`config.mk`:
```
export PLATFORM = sky130hd
export DESIGN_NAME = block_dispatch_cu
export DESIGN_NICKNAME = d
export VERILOG_FILES = /design/src/rtl/block_dispatch_cu.sv
export SDC_FILE = /design/constraint.sdc
export NUM_CORES = 1
export LEC_CHECK = 0
export BUFFER_PORTS_ARGS = -buffer_cell sky130_fd_sc_hd__buf_2
export CAP_MARGIN = 20
export CORE_ASPECT_RATIO = 0.7
export CORE_UTILIZATION = 41
export CTS_CLUSTER_DIAMETER = 200
export DETAILED_ROUTE_END_ITERATION = 7
export PLACE_DENSITY = 0.73
export SLEW_MARGIN = 5
export SYNTH_ARGS = -nofsm -noshare
export SYNTH_HDL_FRONTEND = slang
export SYNTH_SLANG_ARGS = --single-unit
```
`constraint.sdc`:
```
create_clock -name i_Clock -period 3.6 [get_ports i_Clock]
set_input_delay 0.18 -clock i_Clock [delete_from_list [all_inputs] [get_ports i_Clock]]
set_output_delay 0.18 -clock i_Clock [all_outputs]
set_load 0.01 [all_outputs]
```
`src/rtl/block_dispatch_cu.sv`:
```
// Main control unit: scatters row-major (row, column) block indexes across P processors,
// collects per-processor results under a watchdog and writes back a completion/error status word.
module block_dispatch_cu #(
    parameter int P              = 4,
    parameter int INDEX_WIDTH    = 8,
    parameter int TIMEOUT_CYCLES = 1024,
    parameter int TIMEOUT_WIDTH  = 16
) (
    input  logic                     i_Clock,
    input  logic                     i_Reset,
    input  logic [31:0]              i_Config,
    input  logic [31:0]              i_Status,
    input  logic [P-1:0]             i_Indexes_Received,
    input  logic [P-1:0]             i_Result_Ready,
    output logic [INDEX_WIDTH-1:0]   o_Row_Index,
    output logic [INDEX_WIDTH-1:0]   o_Column_Index,
    output logic [P-1:0]             o_Indexes_Ready,
    output logic [31:0]              o_Status,
    output logic                     o_Write_Status_Enable,
    output logic                     o_Busy,
    output logic [2*INDEX_WIDTH-1:0] o_Blocks_Dispatched
);

    localparam int PW = (P > 1) ? $clog2(P) : 1;
    localparam int CW = 2 * INDEX_WIDTH;
    localparam logic [PW-1:0] LAST_PROC = PW'(P - 1);
    localparam logic [TIMEOUT_WIDTH-1:0] WD_LIMIT =
        TIMEOUT_WIDTH'((TIMEOUT_CYCLES > 0) ? TIMEOUT_CYCLES - 1 : 0);

    typedef enum logic [2:0] {
        IDLE,
        READ_CONFIG,
        SCATTER,
        WAIT_RESULT,
        WRITE_STATUS
    } state_t;

    state_t state, state_nxt;

    logic [INDEX_WIDTH-1:0]   cfg_lambda;
    logic [INDEX_WIDTH-1:0]   cfg_gamma;
    logic [INDEX_WIDTH-1:0]   gamma_q;
    logic [INDEX_WIDTH:0]     col_inc;
    logic [CW-1:0]            remaining;
    logic [PW-1:0]            proc;
    logic [P-1:0]             assigned;
    logic [P-1:0]             done_mask;
    logic [P-1:0]             results;
    logic [TIMEOUT_WIDTH-1:0] watchdog;
    logic                     accept;
    logic                     last_offer;
    logic                     cfg_zero;
    logic                     round_done;
    logic                     wd_expired;
    logic                     status_load;
    logic                     flag_timeout;
    logic                     flag_cfg_err;
    logic                     unused_bits;

    assign cfg_lambda  = i_Config[INDEX_WIDTH-1:0];
    assign cfg_gamma   = i_Config[CW-1:INDEX_WIDTH];
    assign cfg_zero    = (cfg_lambda == '0) || (cfg_gamma == '0);
    assign accept      = (state == SCATTER) && ((i_Indexes_Received & o_Indexes_Ready) != '0);
    assign last_offer  = (proc == LAST_PROC) || (remaining == CW'(1));
    assign round_done  = (done_mask == assigned);
    assign wd_expired  = (TIMEOUT_CYCLES != 0) && (watchdog == WD_LIMIT);
    // Only processors holding a block this round may report; stray results are dropped.
    assign results     = i_Result_Ready & assigned;
    assign col_inc     = {1'b0, o_Column_Index} + (INDEX_WIDTH + 1)'(1);
    assign o_Busy      = (state != IDLE);
    assign unused_bits = ^{i_Config, i_Status[2:0]};

    always_ff @(posedge i_Clock or negedge i_Reset) begin
        if (!i_Reset) state <= IDLE;
        else          state <= state_nxt;
    end

    // NOTE: every output of this block gets a default first, so no path can infer a latch.
    always_comb begin
        state_nxt    = state;
        status_load  = 1'b0;
        flag_timeout = 1'b0;
        flag_cfg_err = 1'b0;
        unique case (state)
            IDLE: begin
                if (i_Status[31]) state_nxt = READ_CONFIG;
            end
            READ_CONFIG: begin
                if (cfg_zero) begin
                    state_nxt    = WRITE_STATUS;
                    status_load  = 1'b1;
                    flag_cfg_err = 1'b1;
                end else begin
                    state_nxt = SCATTER;
                end
            end
            SCATTER: begin
                if (accept && last_offer) state_nxt = WAIT_RESULT;
            end
            WAIT_RESULT: begin
                // Completion is tested first so it wins over a watchdog expiring in the same cycle.
                if (round_done) begin
                    if (remaining == '0) begin
                        state_nxt   = WRITE_STATUS;
                        status_load = 1'b1;
                    end else begin
                        state_nxt = SCATTER;
                    end
                end else if (wd_expired) begin
                    state_nxt    = WRITE_STATUS;
                    status_load  = 1'b1;
                    flag_timeout = 1'b1;
                end
            end
            WRITE_STATUS: state_nxt = IDLE;
            default:      state_nxt = IDLE;
        endcase
    end

    // NOTE: all datapath registers take the async reset so an aborted job leaves no residue.
    always_ff @(posedge i_Clock or negedge i_Reset) begin
        if (!i_Reset) begin
            gamma_q               <= '0;
            remaining             <= '0;
            proc                  <= '0;
            assigned              <= '0;
            done_mask             <= '0;
            watchdog              <= '0;
            o_Row_Index           <= '0;
            o_Column_Index        <= '0;
            o_Indexes_Ready       <= '0;
            o_Status              <= '0;
            o_Write_Status_Enable <= 1'b0;
            o_Blocks_Dispatched   <= '0;
        end else begin
            // NOTE: non-blocking assignments keep every register update on the same clock edge.
            o_Write_Status_Enable <= status_load;
            if (status_load) begin
                o_Status <= {1'b0, i_Status[30:3], flag_timeout, flag_cfg_err, 1'b1};
            end

            case (state)
                READ_CONFIG: begin
                    gamma_q <= cfg_gamma;
                    if (!cfg_zero) begin
                        remaining           <= {{INDEX_WIDTH{1'b0}}, cfg_lambda} *
                                               {{INDEX_WIDTH{1'b0}}, cfg_gamma};
                        o_Row_Index         <= '0;
                        o_Column_Index      <= '0;
                        proc                <= '0;
                        assigned            <= '0;
                        done_mask           <= '0;
                        o_Blocks_Dispatched <= '0;
                        o_Indexes_Ready     <= P'(1);
                    end
                end

                SCATTER: begin
                    done_mask <= done_mask | results;
                    if (accept) begin
                        assigned[proc]      <= 1'b1;
                        remaining           <= remaining - CW'(1);
                        o_Blocks_Dispatched <= o_Blocks_Dispatched + CW'(1);
                        if (col_inc >= {1'b0, gamma_q}) begin
                            o_Column_Index <= '0;
                            o_Row_Index    <= o_Row_Index + INDEX_WIDTH'(1);
                        end else begin
                            o_Column_Index <= col_inc[INDEX_WIDTH-1:0];
                        end
                        if (last_offer) begin
                            o_Indexes_Ready <= '0;
                            watchdog        <= '0;
                        end else begin
                            o_Indexes_Ready <= o_Indexes_Ready << 1;
                            proc            <= proc + PW'(1);
                        end
                    end
                end

                WAIT_RESULT: begin
                    if (round_done && (remaining != '0)) begin
                        proc            <= '0;
                        o_Indexes_Ready <= P'(1);
                        assigned        <= '0;
                        done_mask       <= '0;
                        watchdog        <= '0;
                    end else begin
                        done_mask <= done_mask | results;
                        watchdog  <= watchdog + TIMEOUT_WIDTH'(1);
                    end
                end

                default: ;
            endcase
        end
    end

endmodule

```
Word level (Yosys, flattened, before mapping) --
Cells that the tools add are included.
Word-level totals: register bits after elaboration 121, input bits 74
Operators by class: magnitude comparators 3, $mul 1, reduce and logical (&&, ||, !) cells 23, bitwise logic cells 4, mux-type cells 50, $add $sub $neg 6, equality and inequality tests 16
Operators with widths (number):
- 16-bit 2-to-1 mux | 7
- 16-bit one-hot mux with 2 select lines | 3
- 8-bit 2-to-1 mux | 5
- 4-bit one-hot mux with 3 select lines | 3
- 16-bit by 1-bit adder with 16-bit output (second input constant) | 2
- 4-bit 2-to-1 mux | 8
- 8-bit one-hot mux with 2 select lines | 2
- 3-bit 2-to-1 mux | 6
- 16-bit by 1-bit equality test with 1-bit output (second input constant) | 1
- 16-bit by 10-bit equality test with 1-bit output (second input constant) | 1
- 16-bit logical NOT | 1
- 8-bit logical NOT | 2
- 8-bit by 8-bit multiplier with 16-bit output | 1
- 16-bit nonzero test | 1
- 16-bit by 1-bit subtractor with 16-bit output (second input constant) | 1
- 2-bit != test (second input constant) | 6
- 3-bit one-hot mux with 4 select lines | 1
- 8-bit by 1-bit adder with 9-bit output (second input constant) | 1
- 9-bit by 8-bit >= comparator with 1-bit output | 1
- 3-bit AND reduction | 3
- 8-bit by 1-bit adder with 8-bit output (second input constant) | 1
- 4-bit AND | 2
- 1-bit 2-to-1 mux | 8
- 2-bit 2-to-1 mux | 4
- other kinds (22) | 32

Depth between registers and ports, before layout --
Gate-level depths: netlist of the first run.
depth after elaboration 7, gate-level depth with buffers 17, gate-level depth less buffers 16

Worst setup path before layout of the first run --
OpenSTA, ideal clock, no wires.
path type input port to flip-flop, start input i_Config[15], end register remaining[13], data arrival time 4.336 ns, path slack -0.822 ns, required time 3.513 ns, stages on the path 16, cells stage by stage clkbuf_1 -> nand2_1 -> fa_1 -> fa_1 -> inv_1 -> fa_1 -> inv_1 -> fa_1 -> inv_1 -> ha_1 -> o21a_1 -> o31a_1 -> o21a_1 -> o41ai_1 -> mux2_2 -> o211ai_1
On the way: cells in the longest elaborated chain, start to end 4, elaborated cells between the ends (all ways) 7, those cells by class 1 x mul; 1 x eq/ne; 2 x mux; 3 x reduce/logical
RTL lines:
- from (decl) | RTL line 11 | input logic [31:0] i_Config,
- branches (longest 4 deep; another with 8-bit by 8-bit multiplier with 16-bit output)
- to (signal assigned) | RTL line 146 | remaining <= {{INDEX_WIDTH{1'b0}}, cfg_lambda} *
- to (signal assigned) | RTL line 162 | remaining <= remaining - CW'(1);
- to (decl) | RTL line 44 | logic [CW-1:0] remaining;
Several ways; the timed one is not identified. The select of a mux whose other input is x is not followed. A chain may end at the register's enable or synchronous reset.

Worst setup path after layout of the first run --
start input i_Config[3], end register remaining[13]
Same word-level chain as after synthesis.

==> results of run 1 <==
## critical path, stage by stage
cell and delay, ns:
buf_8 0.11, and2_4 0.16, fa_2 0.39, fa_1 0.51, inv_1 0.05, fa_1 0.45
fa_1 0.52, inv_2 0.05, ha_4 0.21, o21a_1 0.16, o31a_1 0.13, o21a_1 0.22
o41ai_4 0.26, mux2_4 0.33, o211ai_1 0.15
## per-layer routing
layer	vias to the layer above	track usage, %	routed length [um]
met2	237	33.36	9835
li1	3512	-	-
met5	-	0	0
met1	3580	30.03	10550
met4	0	5.435	306
met3	27	4.305	1298
## sequential cells by signal (all words and copies together) (netlist names)
signal / flops
o_Indexes_Ready: 4
proc: 2
watchdog: 16
o_Row_Index: 8
gamma_q: 8
o_Status: 31
o_Blocks_Dispatched: 16
remaining: 16
assigned: 4
done_mask: 4
o_Column_Index: 8
o_Write_Status_Enable: 1
state: 3
## kinds of logic (layout without fill, tap and decap cells)
logic type / after synthesis / after routing / share of synthesized area, %
compound gates: 173 / 173 / 14.13
xor+xnor: 32 / 32 / 3.266
fa+ha+maj: 90 / 90 / 16.27
buf+inv: 93 / 315 / 4.767
flops: 121 / 121 / 35.28
mux: 34 / 34 / 5.584
other cells: 1 / 1 / 0.04370
simple gates: 332 / 332 / 20.66
## power by group through the flow
stage / Sequential [mW] / Combinational (mW) / Clock, mW
6_report: 2.09 / 3.68 / 1.69
3_5_place_dp: 2.09 / 3.48 / 0
5_1_grt: 2.14 / 4.07 / 1.78
4_1_cts: 2.08 / 3.60 / 1.71
2_1_floorplan: 2.12 / 2.32 / 0
3_3_place_gp: 2.07 / 3.43 / 0
## timing repair
action | CTS | global route
buffers inserted | 2 | 2
resized for setup | 18 | 37
endpoints found under the hold margin | 90 | 1
pin swaps | 17 | 20
hold buffers | 27 | 1
endpoints found under the setup margin | 5 | 6
## cell type report
class                   count  area [um^2]
clock buffers              17        425.4
multi-input cells         662         5353
fillers                  1750         9121
well taps                 270        337.8
flip-flops and latches    121         3028
clock inverters            15        157.7
inverters                  62        232.7
repair buffers            221         1520
## cells in the mapped netlist, drive strengths merged, types with 2 or more instances
master   number
clkbuf       20
and3         20
mux2i         4
nand3        34
fa           36
ha           54
o31ai         3
a21o          9
buf          11
a211o         2
mux2         30
or2           2
a31o          2
nand4        18
and2         57
a22o          7
a32o          5
nand3b        2
a21oi        30
inv          62
or3           3
o22a          6
a22oi         2
o2bb2ai       3
xnor2        16
nand2b        3
nor4b         3
xor2         16
o21ai        52
nor2b         5
o22ai         3
or4           2
nor3         18
nor3b         5
dfrtp       121
a211oi        7
nand2        72
o21a          6
nor4         14
a221o         2
o41ai         3
o211ai        4
nor2         71
a31oi        15
## worst paths after layout
path / cells past startpoint / startpoint / slack, ns / end
max: 15 / i_Config[3] / 0.04 / remaining[13]
min: 3 / i_Result_Ready[0] / 0.02 / done_mask[0]
max reg2reg: 12 / o_Column_Index[0] / 0.68 / o_Column_Index[0]
min reg2reg: 1 / o_Status[0] / 0.47 / o_Status[0]
max in group asynchronous: 3 / i_Reset / 2.32 / remaining[6]
min in group asynchronous: 2 / i_Reset / 0.37 / o_Column_Index[4]
==> metrics.csv, run 1 <==
stage,metric,value,unit
outcome,status,"complete, no violations",
clock_network,clkTransAtPathRegs,0.06,ns
clock_network,cts_sinks,121,
flow_run,cap_violations,0,
clock_network,numCtsBuffers,17,
floorplanning,rows,43,
synthesis,synthArstFlopShare,100.0,%
sta,final.min_clock_period,3.557,ns
placed_design,gp_congestion,0.8548,
global_routing,grt_pass1_vias,7271,
clock_network,cts_max_path_buffers,2,
synthesis,yosysTopAreaCell,dfrtp_1,
power,p_int,4.385,mW
floorplanning,ios,144,
global_routing,overflow,0,
finish,final_cell_area,11050,um^2
power,pwr-share-seq,28.0,%
synthesis,ys_ff_latch,121,
detailed_routing,drt_iter0_drc,586,
finish,layout.cells.most_common,dfrtp_1,
synthesis,netlist.area_leader.share,35.28,%
detailed_routing,avgViaCountPerCell,5.377,
detailed_routing,post_drt_wl_per_cell,16.08,um
finish,post-route-util,54.79,%
finish,finalNonFillerCells,1368,
placed_design,hpwl,15810,um
placed_design,place_area,9983,um^2
floorplanning,die_area,21520,um^2
power,p_leak,5.385,nW
synthesis,syn-cell-area,8582,um^2
global_routing,grt_usage,21.25,%
detailed_routing,ant_nets,0,
sta,worstMarginPinSlew,1.003,ns
power,combPwrFrac,49.3,%
sta,final.setup.worst_slack,0.04288,ns
power,fin_total_pwr,7.453,mW
sta,max_slew_margin,32.65,%
power,power-per-cell-area,674.2,nW/um^2
sta,max_freq,0.2811,GHz
setup_path,worstSetupStartpointType,primary input,
finish,area_growth,28.81,%
power,swShare,41.16,%
global_routing,grt_pass1_wl,36550,um
power,p_switching,3.068,mW
synthesis,synth_edf_count,0,
clock_network,clkLatencyLatePin,0.42,ns
finish,drive_gt1_share,29.60,%
placed_design,dp_cells,1304,
detailed_routing,drcViolationCount,0,
finish,insertedDiodeCount,0,
finish,final_cell_mix,"dfrtp_1, buf_2, nand2_1",
setup_path,worstPathMaxFanout,7,
global_routing,grt_antenna_before_repair,0,
detailed_routing,routed_wl,21990,um
floorplanning,die_w,174.9,um
sta,rsz0062_at_grt,yes,
synthesis,synth.net_count,1040,
synthesis,seq_area_frac_synth,35.28,%
power,clock_power_share,22.6,%
clock_network,cts-root-buf,clkbuf_16,
floorplanning,die_y,123.0,um
sta,final-setup-viol-count,0,
clock_network,tritoncts,yes,
sta,slew_viol_final,0,
setup_path,cp.arrival,3.89,ns
sta,finClkSkew,0.01419,ns
detailed_routing,first_pass_iters,6,
sta,hold_slack,0.01968,ns
floorplanning,coreArea,20180,um^2
synthesis,ys.flop_type,dfrtp_1,
setup_path,cp.required,3.94,ns
sta,hold_viol,0,
min_path,hold_path_class,in -> reg,
setup_path,path_class,in -> reg,
synthesis,yosysWarningCount,0,
sta,setup_tns,0,ns
synthesis,synth.area.top_cells,"dfrtp_1, fa_1, ha_1",
setup_path,crit_path_end_kind,flop,
sta,min_period_over_period,98.81,%
placed_design,port_buffers,123,
floorplanning,start_util,42.54,%
synthesis,ys_types,80,
synthesis,synthCells,876,
global_routing,grt_max_degree,67,
finish,fin_nets,1249,
power,ir_worst_vdd,379.2,uV
synthesis,avgSynthCellArea,9.797,um^2
detailed_routing,num_vias,7356,
clock_network,htree_levels,4,
placed_design,pre_cts_ws,-0.5972,ns
Note: power is estimated with default switching activity, not from simulation.
==> inputs of run 2 (changes only) <==
- CORE_MARGIN: not set -> 2
- SLEW_MARGIN: 5 -> 20
==> run 2 against run 1 <==
  * Final cell count grew 0.51%
  * Design area grew 0.37%
  * Die area grew 2.8%
  * Via count grew 1.5%
  * Critical endpoint unchanged
  * Largest power group unchanged
==> metrics.csv, run 2 (same netlist as run 1, synthesis figures left out) <==
stage,metric,value,unit,change
global_routing,grt_pass1_wl,36360,um,was 36550 um
detailed_routing,post_drt_wl_per_cell,15.83,um,was 16.08 um
floorplanning,rows,44,,was 43
clock_network,cts_sinks,121,,unchanged
sta,finClkSkew,0.009806,ns,was 0.01419 ns
setup_path,cp.required,3.93,ns,was 3.94 ns
finish,finalNonFillerCells,1375,,was 1368
setup_path,crit_path_end_kind,flop,,unchanged
min_path,hp-start,i_Status[8],,was i_Result_Ready[0]
sta,rsz0062_at_grt,yes,,unchanged
placed_design,dp_cells,1313,,was 1304
clock_network,clkTransAtPathRegs,0.06,ns,about the same
setup_path,path_cells,buf_12 -> and2_4 -> fa_2 -> fa_1 -> fa_1 -> inv_2 -> fa_1 -> inv_2 -> ha_4 -> o21a_1 -> o31a_1 -> o21a_1 -> o41ai_4 -> mux2_4 -> o211ai_1,,was buf_8 -> and2_4 -> fa_2 -> fa_1 -> inv_1 -> fa_1 -> fa_1 -> inv_2 -> ha_4 -> o21a_1 -> o31a_1 -> o21a_1 -> o41ai_4 -> mux2_4 -> o211ai_1
min_path,hold_path_class,in -> reg,,unchanged
sta,worstMarginPinSlew,0.8638,ns,was 1.003 ns
detailed_routing,drcViolationCount,0,,unchanged
setup_path,startpoint,i_Config[10],,was i_Config[3]
detailed_routing,routed_wl,21760,um,was 21990 um
placed_design,gp_congestion,0.8418,,was 0.8548
setup_path,worstRegToRegCells,9,,was 12
setup_path,cpMaxStageDelayCell,fa_1,,unchanged
finish,multi_input_area,5373,um^2,was 5353 um^2
clock_network,htree_levels,4,,unchanged
floorplanning,start_util,41.57,%,was 42.54%
sta,final.setup.worst_slack,0.02656,ns,was 0.04288 ns
floorplanning,die_y,125.0,um,was 123.0 um
sta,hold_viol,0,,unchanged
min_path,min_path_cells,2,,was 3
placed_design,hpwl,15850,um,was 15810 um
detailed_routing,ant_nets,0,,unchanged
sta,hold_slack,0.005033,ns,was 0.01968 ns
global_routing,grt_max_degree,69,,was 67
setup_path,cp.arrival,3.91,ns,was 3.89 ns
floorplanning,coreArea,20640,um^2,was 20180 um^2
global_routing,overflow,0,,unchanged
setup_path,worstSetupStartpointType,primary input,,unchanged
detailed_routing,avgViaCountPerCell,5.430,,was 5.377
setup_path,r2r_slack,0.64,ns,was 0.68 ns
floorplanning,die_area,22120,um^2,was 21520 um^2
finish,area_growth,29.29,%,was 28.81%
power,ir_worst_vdd,365.5,uV,was 379.2 uV
setup_path,worstPathMaxFanout,6,,was 7
power,p_leak,5.405,nW,was 5.385 nW
detailed_routing,first_pass_iters,6,,unchanged
clock_network,numCtsBuffers,17,,unchanged
power,fin_total_pwr,7.513,mW,was 7.453 mW
placed_design,port_buffers,123,,unchanged
sta,slew_viol_final,0,,unchanged
setup_path,max_stage_delay,0.56,ns,was 0.52 ns
sta,max_freq,0.2798,GHz,was 0.2811 GHz
floorplanning,ios,144,,unchanged
outcome,status,"complete, no violations",,unchanged
sta,final-setup-viol-count,0,,unchanged
setup_path,crit_top_cell,fa_1,,unchanged
finish,registers.top_by_ff_count,o_Status,,unchanged
detailed_routing,num_vias,7466,,was 7356
global_routing,grt_usage,20.31,%,was 21.25%
min_path,whs_endpoint,o_Status[8],,was done_mask[0]
power,power-per-cell-area,677.2,nW/um^2,was 674.2 nW/um^2
clock_network,clkLatencyLatePin,0.42,ns,about the same
global_routing,grt_pass1_vias,7331,,was 7271
finish,final_cell_mix,"dfrtp_1, buf_2, nand2_1, buf_4, nor2_1",,"was dfrtp_1, buf_2, nand2_1"
flow_run,cap_violations,0,,unchanged
finish,layout.cells.most_common,dfrtp_1,,unchanged
sta,max_slew_margin,41.92,%,was 32.65%
clock_network,cts-root-buf,clkbuf_16,,unchanged
clock_network,cts_max_path_buffers,2,,unchanged
global_routing,grt_antenna_before_repair,1,,was 0
floorplanning,die_w,176.9,um,was 174.9 um
setup_path,path_class,in -> reg,,unchanged
finish,fillCellCount,1814,,was 1750
finish,drive_gt1_share,29.90,%,was 29.60%
clock_network,tritoncts,yes,,unchanged
sta,min_period_over_period,99.26,%,was 98.81%
sta,final.min_clock_period,3.573,ns,was 3.557 ns
placed_design,pre_cts_ws,-0.5723,ns,was -0.5972 ns
finish,largest_register_ffs,31,,unchanged
setup_path,reg2reg_from,remaining[0],,was o_Column_Index[0]
detailed_routing,drt_iter0_drc,538,,was 586
finish,regArea,3028,um^2,unchanged
finish,fin_nets,1248,,was 1249
setup_path,r2r-end,o_Status[21],,was o_Column_Index[0]
[run 2: cell types whose count changed in the layout (fill, tap and decap cells not counted), moves of 2 or more]
cell	previous run	this run
buf_4	66	68
inv_8	4	0
and2_4	12	9
buf_2	113	111
dlygate4sd3_1	28	24
a21oi_1	27	29
diode_2	0	2
and2_1	45	48
a21oi_2	2	0
buf_6	11	14
[run 2: repair_timing]
| item | 4_1_cts | 5_1_grt |
|---|---|---|
| resized for setup | 8 | 62 |
| endpoints found under the setup margin | 5 | 6 |
| pin swaps | 8 | 24 |
| buffers inserted | 1 | 4 |
| endpoints found under the hold margin | 89 | 0 |
| hold buffers | 24 | 0 |
[run 2: worst max path at each step]
stage	to	depth (start not counted)
6_report	remaining[13]	15
5_1_grt	remaining[13]	18
4_1_cts	remaining[13]	15
3_5_place_dp	remaining[13]	15
3_3_place_gp	remaining[13]	15
2_1_floorplan	remaining[13]	16
[run 2: area by class of cell]
| type | count | share of cell area [%] |
|---|---|---|
| clock buffers | 18 | 3.958 |
| multi-input cells | 662 | 48.42 |
| inverters | 62 | 2.097 |
| well taps | 276 | 3.112 |
| repair buffers | 220 | 13.64 |
| diodes | 2 | 0.04511 |
| flip-flops and latches | 121 | 27.29 |
| clock inverters | 14 | 1.432 |
[run 2: power breakdown]
group / switching [mW] / leakage (nW) / internal [mW] / total, mW
Sequential: 0.352 / 1.52 / 1.73 / 2.08
Combinational: 2.01 / 3.60 / 1.70 / 3.71
Clock: 0.674 / 0.289 / 1.05 / 1.73
[run 2: metrics by stage]
stage	utilization [%]	setup TNS (ns)	cell area, um^2
after floorplan	-	-0.8245	8747
after global placement	48.44	-2.954	10000
after detailed placement	48.44	-3.515	10000
after CTS	52.78	-0.009077	10900
after global routing	53.72	-0.3166	11090
final	53.75	0	11100
[run 2: critical path: cells and delay by family]
kind | cells | cell delay [ns]
simple gates | 1 | 0.16
mux | 1 | 0.33
fa+ha+maj | 5 | 2.18
compound gates | 5 | 0.86
buf+inv | 3 | 0.20
[run 2: metal layers]
metal	share of wire, %	global-route usage (%)	routed length, um
met1	47	29.31	10330
met2	44	31.18	9508
met3	6.6	3.193	1439
met4	2.2	6.709	482
met5	0	0	0
